### config.mk
export PLATFORM = sky130hd
export DESIGN_NAME = pipelined_tiny_alu
export DESIGN_NICKNAME = d
export VERILOG_FILES = /design/src/rtl/pipelined_tiny_alu.sv
export SDC_FILE = /design/constraint.sdc
export NUM_CORES = 1
export LEC_CHECK = 0
export CORE_MARGIN = 1
export CORE_UTILIZATION = 55
export CTS_BUF_LIST = sky130_fd_sc_hd__clkbuf_8
export DETAILED_ROUTE_END_ITERATION = 16
export MAX_ROUTING_LAYER = met4
export PLACE_DENSITY = 0.74
export SYNTH_ARGS = -nofsm -noshare
export SYNTH_HDL_FRONTEND = slang
export SYNTH_SLANG_ARGS = --single-unit
export TNS_END_PERCENT = 30
### constraint.sdc
create_clock -name clk -period 6.8 [get_ports clk]
set_clock_uncertainty 0.2 [all_clocks]
set_input_delay 1.7 -clock clk [delete_from_list [all_inputs] [get_ports clk]]
set_output_delay 1.7 -clock clk [all_outputs]
set_load 0.01 [all_outputs]
### src/rtl/pipelined_tiny_alu.sv
// Pipelined 8-op ALU: one op per cycle, tagged, in-order completions.
// Latency: non-MUL 1 cycle, MUL MUL_LATENCY cycles (fully pipelined).
// Backpressure: in_ready drops for non-MUL ops only while a MUL is still in flight and not completing.
module pipelined_tiny_alu #(
    parameter int DATA_WIDTH  = 16,
    parameter int MUL_LATENCY = 3,
    parameter int TAG_WIDTH   = 4
) (
    input  logic                      clk,
    input  logic                      rst,
    input  logic                      start_op,
    input  logic [2:0]                op_sel,
    input  logic [DATA_WIDTH-1:0]     A1,
    input  logic [DATA_WIDTH-1:0]     B1,
    input  logic [TAG_WIDTH-1:0]      tag_in,
    output logic                      in_ready,
    output logic [2*DATA_WIDTH-1:0]   result,
    output logic [TAG_WIDTH-1:0]      tag_out,
    output logic                      end_op,
    output logic                      busy
);

    localparam int RESULT_WIDTH = 2 * DATA_WIDTH;
    localparam int NSTG         = (MUL_LATENCY > 1) ? MUL_LATENCY - 1 : 1;

    localparam logic [2:0] OP_MUL     = 3'b000;
    localparam logic [2:0] OP_ADD     = 3'b001;
    localparam logic [2:0] OP_SUB     = 3'b010;
    localparam logic [2:0] OP_ADDINCR = 3'b011;
    localparam logic [2:0] OP_OR      = 3'b100;
    localparam logic [2:0] OP_AND     = 3'b101;
    localparam logic [2:0] OP_XOR     = 3'b110;
    localparam logic [2:0] OP_NOT     = 3'b111;

    logic                    is_mul;
    logic                    accept;
    logic [RESULT_WIDTH-1:0] a_x;
    logic [RESULT_WIDTH-1:0] b_x;
    logic [RESULT_WIDTH-1:0] alu_res;

    logic [NSTG-1:0]         stg_vld_q, stg_vld_d;
    logic [RESULT_WIDTH-1:0] stg_prod_q [NSTG];
    logic [RESULT_WIDTH-1:0] stg_prod_d [NSTG];
    logic [TAG_WIDTH-1:0]    stg_tag_q  [NSTG];
    logic [TAG_WIDTH-1:0]    stg_tag_d  [NSTG];

    logic [RESULT_WIDTH-1:0] result_q, result_d;
    logic [TAG_WIDTH-1:0]    tag_q, tag_d;
    logic                    end_op_q, end_op_d;
    logic                    out_mul_q, out_mul_d;

    assign is_mul = (op_sel == OP_MUL);
    // Any valid MUL stage is a MUL that will not complete this cycle, so a non-MUL must wait.
    assign in_ready = !rst && (is_mul || !(|stg_vld_q));
    assign accept   = start_op && in_ready;

    always_comb begin
        a_x = {{DATA_WIDTH{1'b0}}, A1};
        b_x = {{DATA_WIDTH{1'b0}}, B1};
        alu_res = '0;
        case (op_sel)
            OP_MUL:     alu_res = a_x * b_x;
            OP_ADD:     alu_res = a_x + b_x;
            OP_SUB:     alu_res = a_x - b_x;
            OP_ADDINCR: alu_res = a_x + b_x + RESULT_WIDTH'(1);
            OP_OR:      alu_res = a_x | b_x;
            OP_AND:     alu_res = a_x & b_x;
            OP_XOR:     alu_res = a_x ^ b_x;
            OP_NOT:     alu_res = {~A1, ~B1};
            default:    alu_res = '0;
        endcase
    end

    always_comb begin
        stg_vld_d = '0;
        for (int i = 0; i < NSTG; i++) begin
            stg_prod_d[i] = '0;
            stg_tag_d[i]  = '0;
        end
        if (MUL_LATENCY > 1) begin
            stg_vld_d[0]  = accept && is_mul;
            stg_prod_d[0] = alu_res;
            stg_tag_d[0]  = tag_in;
            for (int i = 1; i < NSTG; i++) begin
                stg_vld_d[i]  = stg_vld_q[i-1];
                stg_prod_d[i] = stg_prod_q[i-1];
                stg_tag_d[i]  = stg_tag_q[i-1];
            end
        end
    end

    // The handshake guarantees a retiring MUL and a newly accepted non-MUL never meet here.
    always_comb begin
        result_d  = result_q;
        tag_d     = tag_q;
        end_op_d  = 1'b0;
        out_mul_d = 1'b0;
        if ((MUL_LATENCY > 1) && stg_vld_q[NSTG-1]) begin
            result_d  = stg_prod_q[NSTG-1];
            tag_d     = stg_tag_q[NSTG-1];
            end_op_d  = 1'b1;
            out_mul_d = 1'b1;
        end else if (accept && (!is_mul || (MUL_LATENCY <= 1))) begin
            result_d  = alu_res;
            tag_d     = tag_in;
            end_op_d  = 1'b1;
            out_mul_d = is_mul;
        end
    end

    always_ff @(posedge clk or posedge rst) begin
        if (rst) begin
            stg_vld_q <= '0;
            for (int i = 0; i < NSTG; i++) begin
                stg_prod_q[i] <= '0;
                stg_tag_q[i]  <= '0;
            end
            result_q  <= '0;
            tag_q     <= '0;
            end_op_q  <= 1'b0;
            out_mul_q <= 1'b0;
        end else begin
            stg_vld_q <= stg_vld_d;
            for (int i = 0; i < NSTG; i++) begin
                stg_prod_q[i] <= stg_prod_d[i];
                stg_tag_q[i]  <= stg_tag_d[i];
            end
            result_q  <= result_d;
            tag_q     <= tag_d;
            end_op_q  <= end_op_d;
            out_mul_q <= out_mul_d;
        end
    end

    assign result  = result_q;
    assign tag_out = tag_q;
    assign end_op  = end_op_q;
    assign busy    = (|stg_vld_q) || (end_op_q && out_mul_q);

endmodule

==> results of run 1 <==
power breakdown:
group | switching (uW) | leakage (uW) | total (uW) | internal, uW
combinational | 5290 | 0.00821 | 10200 | 4920
clock | 235 | 0.0000970 | 377 | 142
sequential | 63.6 | 0.00141 | 900 | 836
final timing paths:
| check | from | depth (start not counted) | to |
|---|---|---|---|
| max | A1[9] | 24 | stg_prod_d[31]$_DFF_PP0_ |
| min | stg_prod_d[9]$_DFF_PP0_ | 0 | stg_prod_q[9]$_DFF_PP0_ |
| max in group asynchronous | rst | 3 | stg_prod_q[6]$_DFF_PP0_ |
| min reg2reg | stg_prod_d[9]$_DFF_PP0_ | 0 | stg_prod_q[9]$_DFF_PP0_ |
| max reg2reg | stg_vld_q[1]$_DFF_PP0_ | 8 | result[13]$_DFFE_PP0P_ |
| min in group asynchronous | rst | 2 | stg_vld_q[0]$_DFF_PP0_ |
registers in the layout (all words and copies together) (netlist names):
| register | cells |
|---|---|
| end_op | 1 |
| out_mul_q | 1 |
| stg_vld_q | 2 |
| tag_out | 4 |
| stg_tag_d | 4 |
| stg_tag_q | 4 |
| stg_prod_d | 32 |
| result | 32 |
| stg_prod_q | 32 |
layer usage:
layer | vias up | part of all wire (%) | global-route usage (%)
li1 | 6205 | - | -
met1 | 7011 | 40 | 49.1
met2 | 630 | 48 | 63.2
met3 | 172 | 7.2 | 4.80
met4 | 0 | 5.5 | 18.6
met5 | - | 0 | -
area by class of cell:
cell class                 count  area, um^2  area share, %
timing repair buffer         379        3480           17.6
multi-input combinational   1233       11700           59.1
tap                          341         427           2.16
sequential                   112        2800           14.2
clock buffer                   9         124          0.626
inverter                     291        1190           6.01
clock inverter                 7        62.6          0.316
timing repair inverter         1        7.51         0.0379
critical path: stages:
cell	delay, ns
buf_12	0.09
buf_12	0.10
buf_16	0.12
nand2_2	0.06
fa_1	0.54
inv_1	0.06
fa_1	0.51
fa_1	0.58
fa_1	0.43
fa_1	0.49
inv_1	0.05
fa_1	0.51
inv_2	0.05
ha_4	0.28
nand4_1	0.20
nor2_4	0.21
nand3_4	0.12
a31oi_4	0.22
a41oi_2	0.17
buf_4	0.17
a211o_1	0.30
a31oi_1	0.16
or4_1	0.13
nand3_1	0.06
cells by family (layout without fill, tap and decap cells):
kind of cell / count (synthesis) / after routing / share of synthesized area (%)
simple gates: 514 / 514 / 14.6
buf+inv: 375 / 687 / 9.42
fa+ha+maj: 349 / 349 / 38.4
compound gates: 293 / 293 / 13.8
flops: 112 / 112 / 18.4
xor+xnor: 56 / 56 / 3.22
mux: 21 / 21 / 2.14
what timing repair did:
item / in CTS / in global routing
gates cloned: 5 / 0
pin swaps: 114 / 50
resized for setup: 337 / 36
setup buffers: 67 / 10
hold buffers: 0 / 0
setup endpoints to repair: 34 / 32
metrics by stage:
stage          power (uW)  util, %  setup TNS (ns)  hold WS, ns
2_1_floorplan        5660        -           -1.83        0.131
6_report            11500     73.2           -5.64        0.155
5_1_grt             12300     73.2          -10.38        0.165
3_3_place_gp         8860     67.2          -34.24        0.132
4_1_cts             10800     72.5           -3.24        0.154
3_5_place_dp         9010     67.2          -36.40        0.135
cells in the final DEF (no fill, tap or decap), drive strengths merged, types with 34 or more instances in the layout:
cell and count:
nor2 187, dfrtp 112, ha 153, o21ai 69
clkdlybuf4s50 49, fa 196, xnor2 34, buf 327
a21oi 51, inv 287, nand2 208
==> flow_metrics.tcl, run 1 <==
set metrics [dict create \
    status "finished, violations left" \
    violations "setup timing" \
    grt_pass1_wl_mm 81.2 \
    worst_slack_ns -0.445 \
    async_flop_share_pct 100 \
    grt_max_degree 68 \
    syn_area_per_cell_um2 8.84 \
    clk_pin_slew_worst_paths_ns 0.11 \
    synth-edff-count 0 \
    grt.total_usage_pct 39.1 \
    synthTopCellsByArea "fa_1, dfrtp_1, ha_1" \
    power.density_nw_per_um2 581 \
    synth.top_cell.area_share_pct 25.8 \
    gp_congestion 1.03 \
    vias 14000 \
    synth_seq_cells 112 \
    clockBufferDepth 2 \
    yosysWarningCount 0 \
    syn_nets 2111 \
    yosys-top-cells-count "inv_1, nand2_1, fa_1" \
    grt_pass1_vias 14400 \
    synthCells 1720 \
    drt-initial-drc-count 1372 \
    cts_tree "yes" \
    htree_levels 3 \
    endpoint_kind "flip-flop" \
    pre_cts_slack_ns -1.42 \
    final_cell_area_um2 19800 \
    p_leak_uw 0.00971 \
    die_h_um 168 \
    syn_to_final_growth_pct 30.1 \
    crit_type "in -> reg" \
    fillCellCount 1946 \
    post_drt_via_cell_ratio 5.91 \
    cp_data_required_time_ns 6.88 \
    finalSetupViolCount 27 \
    nets 2418 \
    max_freq_mhz 138 \
    wl_per_cell_um 21.9 \
    overflow 0 \
    stdcell_count 2373 \
    port_buffers 80 \
    maxCapViolCount 0 \
    hpwl_mm 40.5 \
    synth.most_common_cell "inv_1" \
    worstPathArrival_ns 7.32 \
    cts_sinks 112 \
    max_slew_margin_pct 34.0 \
    rsz0062_at_grt "yes" \
    cts_buffers 9 \
    die_area_um2 28300 \
    yosysTopAreaCell "fa_1" \
    worst_pin_slew_ns 0.990 \
    routed_wl_mm 52.0 \
    antenna_found_initial 0 \
    drv_slew 0 \
    fin_crit_ns 7.25 \
    start_util_pct 56.3 \
    finalHoldViolations 0 \
    insertion_delay_ns 0.39 \
    fin_crit_sh_pct 107 \
    numPlacedInstances 2282 \
    dr.pass1.iters 5 \
    synth_cell_types 81 \
    drive_above_1_share_pct 27.4 \
    worst_setup_path_start_kind "input port" \
    critPathMaxFanout 5 \
    reg2reg_setup_slack_ns 4.08 \
    root_buffer "clkbuf_8" \
    io_pins 81 \
    core_area_um2 27000 \
    antenna_left 0 \
    antenna_cells 0 \
    ys.flop_type "dfrtp_1" \
    die_w_um 168 \
    irDropWorstVdd_mv 0.912 \
    post_dp_cell_area_um2 18200 \
    hold_path_class "reg -> reg" \
    yosysSeqAreaShare_pct 18.4 \
    syn-cell-area_um2 15200 \
    rows 60 \
    drc 0 \
]
(Power assumes the default switching activity.)
==> inputs of run 2 (changes only) <==
SETUP_SLACK_MARGIN = 0.15   (was default)
==> run 2 against run 1 <==
The run still ends with setup timing left. Global-route usage is 0.41 points higher. Flip-flop and latch count stayed put. Setup slack got worse by 0.25 ns. Die area unchanged. Highest routed layer unchanged.
==> flow_metrics.tcl, run 2 (synthesis results as in run 1) <==
set metrics [dict create \
    status "finished, violations left" \
    violations "setup timing" \
    grt_pass1_vias 14400 \
    antenna_cells 0 \
    htree_levels 3 \
    root_buffer "clkbuf_8" \
    cp_data_required_time_ns 6.92 \
    routed_wl_mm 53.9 \
    drive_above_1_share_pct 27.4 \
    io_pins 81 \
    endpoint_kind "flip-flop" \
    numPlacedInstances 2280 \
    rows 60 \
    antenna_found_initial 0 \
    post_drt_via_cell_ratio 5.99 \
    cts_buffers 9 \
    mostFrequentLayoutCell "inv_1" \
    cts_tree "yes" \
    multi_input_area_um2 11900 \
    finalHoldViolations 0 \
    start_util_pct 56.3 \
    max_freq_mhz 133 \
    layout_common_cells "inv_1, buf_4, nand2_1" \
    port_buffers 80 \
    gp_congestion 1.01 \
    drc 0 \
    cts_sinks 112 \
    seq_area_um2 2800 \
    syn_to_final_growth_pct 31.6 \
    die_h_um 168 \
    drv_slew 0 \
    clockBufferDepth 2 \
    critPathMaxFanout 5 \
    grt_max_degree 63 \
    maxCapViolCount 0 \
    hold_buffers 0 \
    core_area_um2 27000 \
    worst_slack_ns -0.694 \
    max_slew_margin_pct 18.0 \
    fillCellCount 1890 \
    hpwl_mm 40.6 \
    die_area_um2 28300 \
    stdcell_count 2376 \
    drt-initial-drc-count 1490 \
    wl_per_cell_um 22.7 \
    fin_crit_sh_pct 110 \
    crit_type "in -> reg" \
    rsz0062_at_grt "yes" \
    antenna_left 0 \
    nets 2421 \
    worst_pin_slew_ns 1.23 \
    clk_pin_slew_worst_paths_ns 0.11 \
    finalSetupViolCount 29 \
    fin_crit_ns 7.49 \
    worst_setup_path_start_kind "input port" \
    worstPathArrival_ns 7.62 \
    dr.pass1.iters 6 \
    grt_pass1_wl_mm 81.7 \
    overflow 0 \
    grt.total_usage_pct 39.5 \
    hold_path_class "reg -> reg" \
    insertion_delay_ns 0.38 \
    die_w_um 168 \
    vias 14200 \
]
[run 2: cell count changes in the layout (fill, tap and decap cells not counted), moves of 5 or more]
| cell | before | now |
|---|---|---|
| clkdlybuf4s15_2 | 2 | 10 |
| o21ai_1 | 8 | 13 |
| nand2_1 | 188 | 194 |
| nor2_2 | 19 | 10 |
| o21ai_0 | 54 | 47 |
| nor2_1 | 160 | 168 |
| nand2_2 | 15 | 10 |
| ha_4 | 14 | 20 |
| buf_12 | 25 | 19 |
| buf_2 | 14 | 8 |
| ha_1 | 135 | 128 |
[run 2: critical path, stage by stage]
cell,delay (ns)
buf_4,0.15
clkinvlp_4,0.26
nor2_1,0.19
fa_1,0.44
inv_1,0.08
fa_1,0.43
fa_1,0.53
inv_1,0.07
fa_2,0.47
fa_1,0.49
inv_1,0.05
fa_1,0.49
inv_2,0.05
ha_4,0.17
nor3_4,0.23
nand3b_1,0.14
o21ai_2,0.24
a31oi_4,0.12
buf_6,0.14
a41oi_4,0.17
buf_6,0.13
a211o_1,0.18
a31oi_2,0.12
or4_1,0.49
nand3_1,0.08
[run 2: per-layer routing]
metal,vias up,wire (um),global-route usage [%]
li1,6200,-,-
met4,0,3640,19.9
met3,237,4590,5.57
met1,6989,21100,50.6
met5,-,0,-
met2,806,24600,61.7
[run 2: area by class of cell]
| type | instances | area share [%] |
|---|---|---|
| Multi-Input combinational cell | 1233 | 59.4 |
| Timing Repair Buffer | 380 | 17.4 |
| Sequential cell | 112 | 14.0 |
| Inverter | 291 | 5.92 |
| Tap cell | 341 | 2.13 |
| Clock buffer | 9 | 0.619 |
| Clock inverter | 7 | 0.356 |
| Timing Repair inverter | 3 | 0.112 |
[run 2: path summary, 6_finish.rpt]
path	end	start	cells after the start	slack, ns
max	stg_prod_d[31]$_DFF_PP0_	B1[6]	25	-0.69
min	stg_prod_q[3]$_DFF_PP0_	stg_prod_d[3]$_DFF_PP0_	0	0.15
max reg2reg	result[23]$_DFFE_PP0P_	stg_vld_q[1]$_DFF_PP0_	7	3.57
min reg2reg	stg_prod_q[3]$_DFF_PP0_	stg_prod_d[3]$_DFF_PP0_	0	0.15
max in group asynchronous	stg_prod_d[8]$_DFF_PP0_	rst	3	3.66
min in group asynchronous	stg_vld_q[1]$_DFF_PP0_	rst	2	1.62
[run 2: timing repair]
| action | in CTS | in global routing |
|---|---|---|
| pin swaps | 110 | 90 |
| setup endpoints to repair | 34 | 34 |
| gates resized for setup | 275 | 81 |
| setup buffers | 60 | 13 |
| gates cloned | 7 | 0 |
[run 2: metrics by stage]
step / hold WS, ns / instance area, um^2 / setup slack, ns / setup TNS, ns / utilization [%]
final: 0.151 / 20000 / -0.694 / -10.40 / 74.1
after global routing: 0.161 / 20000 / -0.810 / -13.46 / 74.1
after CTS: 0.148 / 19600 / -0.591 / -7.24 / 72.4
after detailed placement: 0.135 / 18100 / -1.49 / -37.01 / 67.1
after global placement: 0.131 / 18100 / -1.42 / -35.06 / 67.1
after floorplan: 0.131 / 15600 / -0.386 / -1.83 / -
Power of run 2 is not shown: default switching activity piles up to over one toggle a cycle in this logic, so the estimate is an artifact.
==> inputs of run 3 (changes only) <==
CTS_BUF_LIST = default   (was sky130_fd_sc_hd__clkbuf_8)
==> run 3 against run 2 <==
The flow still finishes with violations (setup timing). Via count hardly changed. Maximum frequency is 0.16% lower. Worst hold slack got worse by 0.0047 ns. Highest routed layer unchanged.
==> flow_metrics.tcl, run 3 (synthesis results as in run 1) <==
set metrics [dict create \
    timing.rr.start "stg_vld_q[1]$_DFF_PP0_" \
    start_util_pct 56.3 \
    root_buffer "clkbuf_16" \
    cts_buffers 9 \
    syn_to_final_growth_pct 32.1 \
    port_buffers 80 \
    fin_crit_sh_pct 110 \
    clockBufferDepth 2 \
    critPathMaxFanout 4 \
    nets 2426 \
    reg2reg_setup_slack_ns 3.57 \
    htree_levels 3 \
    finalHoldViolations 0 \
    power.density_nw_per_um2 623 \
    cpMaxStageDelayCell "fa_1" \
    hold_buffers 0 \
    post_drt_via_cell_ratio 5.98 \
    utilization_pct 74.4 \
    crit_top_cell "fa_1" \
    grt_pass1_wl_mm 81.1 \
    drv_slew 0 \
    die_w_um 168 \
    worst_slack_ns -0.706 \
    final_cell_area_um2 20100 \
    setup_tns_ns -11.62 \
    gp_congestion 1.01 \
    endpoint_kind "flip-flop" \
    mostFrequentLayoutCell "buf_4" \
    cp_data_required_time_ns 6.84 \
    antenna_found_initial 0 \
    wl_per_cell_um 22.8 \
    grt.total_usage_pct 39.4 \
    max_slew_margin_pct 18.1 \
    rows 60 \
    post_dp_cell_area_um2 18100 \
    worst_pin_slew_ns 1.22 \
    routed_wl_mm 54.3 \
    die_h_um 168 \
    crit_type "in -> reg" \
    reg2reg_depth 7 \
    antenna_left 0 \
    die_area_um2 28300 \
    drive_above_1_share_pct 27.3 \
    min_path_cells 0 \
    fillCellCount 1893 \
    cpPeakStageDelay_ns 0.57 \
    maxCapViolCount 0 \
    cts_sinks 112 \
    drc 0 \
    worstPathArrival_ns 7.55 \
    max_freq_mhz 133 \
    design_power_total_uw 12500 \
    dr.pass1.iters 6 \
    p_leak_uw 0.00982 \
    irDropWorstVdd_mv 0.879 \
    worst_setup_path_start_kind "input port" \
    rsz0062_at_grt "yes" \
    clk_pin_slew_worst_paths_ns 0.07 \
    core_area_um2 27000 \
    fin_crit_ns 7.51 \
    layout_common_cells "buf_4, inv_1, nand2_1" \
    hpwl_mm 40.6 \
    cts_tree "yes" \
    hold_path_class "reg -> reg" \
    r2r_end "result[23]$_DFFE_PP0P_" \
    insertion_delay_ns 0.35 \
    grt_pass1_vias 14500 \
    violations "setup timing" \
    seq_area_um2 2800 \
    min_to "stg_prod_q[3]$_DFF_PP0_" \
    overflow 0 \
    vias 14200 \
    drt-initial-drc-count 1465 \
    multi_input_area_um2 11800 \
    io_pins 81 \
    finalSetupViolCount 30 \
    grt_max_degree 63 \
    min_from "stg_prod_d[3]$_DFF_PP0_" \
    status "finished, violations left" \
]
==> run 3: metrics by stage <==
step	instances	setup WS [ns]	hold slack [ns]
global placement	2280	-1.42	0.131
floorplan	1720	-0.386	0.131
detailed placement	2280	-1.49	0.135
global route	2381	-0.781	0.154
CTS	2363	-0.636	0.147
finish	2382	-0.706	0.146
==> run 3: routing by layer <==
layer,global-route usage (%),vias up,routed length (um)
met5,-,-,0
met4,22.8,0,3750
met3,6.70,248,5000
met2,60.4,817,24800
met1,49.6,6959,20700
li1,-,6219,-
==> run 3: timing repair <==
| action | CTS | global route |
|---|---|---|
| setup endpoints to repair | 34 | 35 |
| gates cloned | 7 | 0 |
| pin swaps | 105 | 68 |
| gates resized for setup | 270 | 88 |
| buffers inserted | 60 | 18 |
==> run 3: cell type report <==
type                            count  area share [%]
Multi-Input combinational cell   1233            58.9
Timing Repair Buffer              385            17.5
Sequential cell                   112            14.0
Inverter                          291            5.91
Tap cell                          341            2.12
Clock buffer                       11            1.16
Clock inverter                      5           0.318
Timing Repair inverter              3           0.112
Antenna cell                        1          0.0125
==> run 3: worst max path at each step <==
| stage | cells past startpoint | slack [ns] | to | from |
|---|---|---|---|---|
| 2_1_floorplan | 24 | -0.39 | stg_prod_d[31]$_DFF_PP0_ | A1[5] |
| 3_3_place_gp | 26 | -1.42 | stg_prod_d[31]$_DFF_PP0_ | B1[6] |
| 3_5_place_dp | 26 | -1.49 | stg_prod_d[31]$_DFF_PP0_ | B1[6] |
| 4_1_cts | 26 | -0.64 | stg_prod_d[31]$_DFF_PP0_ | A1[6] |
| 5_1_grt | 29 | -0.78 | stg_prod_d[27]$_DFF_PP0_ | A1[6] |
| 6_report | 29 | -0.71 | stg_prod_d[27]$_DFF_PP0_ | A1[6] |
==> run 3: critical path, delay by kind of cell <==
family                   cells  cell delay [ns]
AND/OR/NAND/NOR              4             0.57
adder cells (fa/ha/maj)      7             3.28
buffers and inverters       12             1.20
AO/OA/AOI/OAI                5             0.66
XOR/XNOR                     1             0.13
==> run 3: power by group <==
group	internal (uW)	switching, uW	total [uW]
clock	291	236	526
sequential	838	63.4	901
combinational	5270	5820	11100
total	6400	6120	12500
